File: src/rtl/data_memory_pkg.sv
// Shared constants for the RV32 data memory: machine word width, depth and index width.
package data_memory_pkg;

   localparam int XLEN       = 32;
   localparam int DMEM_DEPTH = 64;

   // Word-index width for a power-of-two depth.
   function automatic int idx_width(input int depth);
      return $clog2(depth);
   endfunction

   localparam int DMEM_IDX_W = idx_width(DMEM_DEPTH);

endpackage

File: src/rtl/data_memory_if.sv
// Load/store bus between the core (master) and the data memory (slave).
interface data_memory_if
   import data_memory_pkg::*;
#(
   parameter int DATA_W = XLEN,
   parameter int ADDR_W = XLEN
);

   logic              we;
   logic [ADDR_W-1:0] a;
   logic [DATA_W-1:0] wd;
   logic [DATA_W-1:0] rd;

   modport master (output we, output a, output wd, input rd);
   modport slave  (input we, input a, input wd, output rd);

endinterface

File: src/rtl/data_memory.sv
// Word-organised data RAM: synchronous full-word writes, combinational reads,
// whole array cleared asynchronously by rst.
module data_memory
   import data_memory_pkg::*;
#(
   parameter int DATA_W = XLEN,
   parameter int ADDR_W = XLEN,
   parameter int DEPTH  = DMEM_DEPTH
)(
   input logic          clk,
   input logic          rst,
   data_memory_if.slave bus
);

   localparam int IDX_W = idx_width(DEPTH);

   logic [DATA_W-1:0] mem_r [DEPTH];
   logic [IDX_W-1:0]  idx_s;
   logic              unused_addr_s;

   // Byte offset and bits above the array size are dropped, so addresses alias and wrap.
   assign idx_s         = bus.a[IDX_W+1:2];
   assign unused_addr_s = ^{bus.a[1:0], bus.a[ADDR_W-1:IDX_W+2]};

   // Registers rather than a RAM macro, since the clear must be asynchronous.
   always_ff @(posedge clk or posedge rst) begin
      if (rst) begin
         for (int i = 0; i < DEPTH; i++) begin
            mem_r[i] <= {DATA_W{1'b0}};
         end
      end else if (bus.we) begin
         mem_r[idx_s] <= bus.wd;
      end
   end

   assign bus.rd = mem_r[idx_s];

endmodule

File: src/flat_wrapper.sv
// flat-port wrapper written by rule: the top's interface ports become plain ports
module data_memory_flat import data_memory_pkg::*;
#(
   parameter int DATA_W = XLEN,
   parameter int ADDR_W = XLEN,
   parameter int DEPTH  = DMEM_DEPTH
)
  (clk, rst, bus_we, bus_a, bus_wd, bus_rd);
  data_memory_if #(.DATA_W(DATA_W), .ADDR_W(ADDR_W)) bus_i ();
  input logic clk;
  input logic rst;
  input wire logic [$bits(bus_i.we)-1:0] bus_we;
  input wire logic [$bits(bus_i.a)-1:0] bus_a;
  input wire logic [$bits(bus_i.wd)-1:0] bus_wd;
  output wire logic [$bits(bus_i.rd)-1:0] bus_rd;
  assign bus_i.we = bus_we;
  assign bus_i.a = bus_a;
  assign bus_i.wd = bus_wd;
  assign bus_rd = bus_i.rd;
  data_memory #(.DATA_W(DATA_W), .ADDR_W(ADDR_W), .DEPTH(DEPTH)) u_core (.clk(clk), .rst(rst), .bus(bus_i));
endmodule
File: config.mk
export PLATFORM = sky130hd
export DESIGN_NAME = data_memory_flat
export DESIGN_NICKNAME = d
export VERILOG_FILES = /design/src/rtl/data_memory_pkg.sv /design/src/rtl/data_memory_if.sv /design/src/rtl/data_memory.sv /design/src/flat_wrapper.sv
export SDC_FILE = /design/constraint.sdc
export NUM_CORES = 2
export LEC_CHECK = 0
export CAP_MARGIN = 15
export CORE_MARGIN = 2
export CORE_UTILIZATION = 50
export DETAILED_ROUTE_END_ITERATION = 8
export MAX_ROUTING_LAYER = met4
export PLACE_DENSITY = 0.66
export SLEW_MARGIN = 20
export SYNTH_ARGS = -nofsm -noshare
export SYNTH_HDL_FRONTEND = slang
export SYNTH_SLANG_ARGS = --single-unit
File: constraint.sdc
create_clock -name clk -period 80.8 [get_ports clk]
set_input_delay 12.12 -clock clk [delete_from_list [all_inputs] [get_ports clk]]
set_output_delay 12.12 -clock clk [all_outputs]
set_load 0.05 [all_outputs]
==> qor_table.md <==
| Result | This run | Unit |
|---|---|---|
| Area grow syn2layout | 9.888 | % |
| Final setup skew | 0 | ps |
| Result of the run | finished clean | - |
| Number of antenna violations at the first check in global routing | 13 | - |
| Average footprint of a synthesized cell | 14.06 | µm² |
| Most used cells in the layout excluding fill and tap cells | sky130_fd_sc_hd__mux2_2 (2270), sky130_fd_sc_hd__dfrtp_1 (2048), sky130_fd_sc_hd__a221oi_1 (238) | - |
| Flip-flop count of the largest register after layout | 2048 | - |
| Final #Nets | 6469 | - |
| Power Total | 0.002554 | W |
| Total routed wire length on the met1 layer | 128200 | µm |
| Final design instance area without fill | 0.1031 | mm² |
| Global-route wire length before repair | 449600 | µm |
| Met3 routed wirelength | 25360 | µm |
| CTS sink cnt | 2048 | - |
| Starting density of the core | 50.47 | % |
| Number of buffers inserted to repair setup after CTS | 0 | - |
| Tightest Pin Transition | 1135 | ps |
| Number of distinct library cells after synthesis | 61 | - |
| Maximum ir drop on the vdd rail | 0.01812 | mV |
| Register clock-pin slew on the reported worst setup and hold paths | 60 | ps |
| Largest area contributor in the netlist | sky130_fd_sc_hd__dfrtp_1 | - |
| Synth async-reset ratio | 100.0 | % |
| Post-Route WL | 310600 | µm |
| Footprint of the multi-input gates | 0.03960 | mm² |
| Wire length on met2 | 142200 | µm |
| Switching part of the total | 25.56 | % |
| Global routing usage summed across all routing layers | 33.32 | % |
| Uppermost metal layer occupied by signal nets | met4 | - |
| Post-synthesis cell count | 6669 | - |
| Number of iterations in the first detailed-routing pass | 6 | - |
| Part of the total power dissipated in sequential elements | 48.1 | % |
| Critical path capture point type | output pin | - |
| Cell at the root of the clock tree | sky130_fd_sc_hd__clkbuf_16 | - |
| Chip Height | 437.1 | µm |
| Hold-fix buffers at CTS | 0 | - |
| RSZ-0062 raised after global routing | no | - |
| Max Cap Viol | 0 | - |
| Total overflow reported by the global router | 0 | - |
| Endpoint required time on the critical path | 68680 | ps |
| Number of flip-flops and latches in the synthesized netlist | 2048 | - |
| Number of design rule violations left after detail routing | 0 | - |
| Synthesis warning total | 0 | - |
| Die area | 0.1911 | mm² |
| Final core utilization | 55.46 | % |
| Clock power frac | 38.7 | % |
| Cell-internal power | 0.001901 | W |
| Number of vias per cell | 6.709 | - |
| Final setup vio count | 0 | - |
| Total core area | 0.1858 | mm² |
| Clock tree from TritonCTS | built | - |
| Number of primary I/O pins | 99 | - |
| Via count of the first global-routing pass | 61960 | - |
| Post-placement cell area | 0.09591 | mm² |
| Max Fanout on Critical Path | 55 | - |
| Placement row count | 158 | - |
| Post-detailed-route wirelength per cell | 34.31 | µm |
| Area contributors post-synth | sky130_fd_sc_hd__dfrtp_1 (55%), sky130_fd_sc_hd__mux2_2 (27%), sky130_fd_sc_hd__mux4_2 (3.1%), sky130_fd_sc_hd__a221oi_1 (2.2%), sky130_fd_sc_hd__mux2i_1 (2.2%) | - |
| Crit start category | input pin | - |
| Total number of H-tree levels | 4 | - |
| Clock tree buffer depth | 3 | - |
| Max-slew headroom | 24.09 | % |
| Class of the tightest hold or removal check | reg -> reg | - |
| Net switching power | 0.0006530 | W |
| Leakage dissipation | 47.82 | nW |
| Share of the yosys chip area belonging to registers | 54.64 | % |
| Final Max Tran Viols | 0 | - |
| Post-Syn Nets | 6736 | - |
| Proportion of layout cells with a drive suffix above 1 | 45.91 | % |
| Arr. time, crit path | 17290 | ps |
| Category of the most critical setup path | in -> out | - |
| Horizontal die dimension | 437.1 | µm |
| Detail Placement HPWL | 170600 | µm |
| Resize count post-CTS | 0 | - |
| Clock network latency to the later pin of the worst-skew pair | 840 | ps |
| Power per cell area | 24.79 | mW/mm² |
| Fin. Hold Viols | 0 | - |
| Leading cell type in the layout, fill and taps excluded | sky130_fd_sc_hd__mux2_2 | - |
| Number of input and output port buffers inserted | 72 | - |
| Combinational share of power | 13.2 | % |
| Time the worst path needs with I/O delays and setup | 29410 | ps |
| Largest net degree at the start of global routing | 181 | - |
| Layout fillers | 15130 | - |
| Biggest registers after layout | u_core.mem_r (2048) | - |
| TritonCTS Buffers | 207 | - |
| Starting DRC count in detailed routing | 6797 | - |
| Sequential cell area | 0.05125 | mm² |
| Vias | 60750 | - |
| Number of enable flip-flop cells after synthesis | 0 | - |
| Area of the mapped netlist | 0.09379 | mm² |
| Fraction of post-synthesis cell area in the top cell type by area | 54.64 | % |
| Final cycle utilization of the critical path | 36.40 | % |
| Most flops, register | u_core.mem_r | - |
| Antenna Nets Post-Route | 0 | - |
| Max Clock Freq | 34.00 | MHz |
| Setup TNS | 0 | ps |
| Placer Congestion | 0.8265 | - |
| Ys flop type | sky130_fd_sc_hd__dfrtp_1 | - |
metrics by stage:
stage | hold slack (ps) | cells | setup slack, ps
floorplan | 452.2 | 6669 | 10830
global route | 497.4 | 9054 | 51400
finish | 483.3 | 9055 | 51390
global placement | 462.4 | 8671 | 51470
CTS | 485.7 | 9047 | 51490
detailed placement | 472.0 | 8671 | 51480
cell type report:
class                           count  share of cell area [%]
Antenna cell                        6                 0.01457
Clock buffer                      329                   6.047
Clock inverter                     47                  0.7369
Inverter                            4                 0.03642
Multi-Input combinational cell   3900                   38.42
Sequential cell                  2048                   49.73
Tap cell                         2480                   3.011
Timing Repair Buffer              241                   2.008
metal layers:
| layer | vias to the layer above | global-route usage, % |
|---|---|---|
| met5 | - | - |
| met3 | 760 | 6.368 |
| met4 | 0 | 14.35 |
| met1 | 32880 | 44.28 |
| li1 | 24230 | - |
| met2 | 2872 | 50.14 |
Yosys cell counts (all sizes together), types with 22 or more instances:
| master | instances |
|---|---|
| nand3 | 26 |
| nor2 | 126 |
| clkbuf | 291 |
| mux4 | 128 |
| mux2 | 2307 |
| o2bb2ai | 22 |
| nand2 | 122 |
| dfrtp | 2048 |
| o22ai | 94 |
| o21ai | 96 |
| a21oi | 145 |
| a22oi | 154 |
| a221o | 31 |
| mux2i | 202 |
| a221oi | 239 |
| buf | 426 |
path summary, 6_finish.rpt:
kind	from	to	slack [ps]	cells after the start
max	bus_a[3]	bus_rd[31]	51390	9
min	u_core.mem_r[1103]	u_core.mem_r[1103]	480	1
max reg2reg	u_core.mem_r[1154]	u_core.mem_r[1154]	79990	1
min reg2reg	u_core.mem_r[1103]	u_core.mem_r[1103]	480	1
max in group asynchronous	rst	u_core.mem_r[1756]	64320	7
min in group asynchronous	rst	u_core.mem_r[166]	11860	2
worst max-delay path, cell delays in order:
cell and delay, ps:
sky130_fd_sc_hd__buf_8 420, sky130_fd_sc_hd__buf_4 600, sky130_fd_sc_hd__buf_4 680, sky130_fd_sc_hd__buf_4 610, sky130_fd_sc_hd__nand2_1 840, sky130_fd_sc_hd__o221ai_1 500, sky130_fd_sc_hd__a22oi_1 270, sky130_fd_sc_hd__nand4_1 320
sky130_fd_sc_hd__clkdlybuf4s50_1 850
kinds of logic after synthesis:
logic type / after synthesis / share of synthesized area (%)
mux: 2637 / 32.93
flops: 2048 / 54.64
compound gates: 917 / 7.133
buf+inv: 721 / 3.629
simple gates: 346 / 1.661
power by group through the flow:
stage	combinational (W)	clock (W)	sequential (W)
after global placement	0.000326	0	0.00123
after floorplan	0.000257	0	0.00124
after global routing	0.000362	0.00104	0.00124
final	0.000337	0.000988	0.00123
after CTS	0.000336	0.000999	0.00123
after detailed placement	0.000335	0	0.00124
Power figures use the tool's default switching activity.
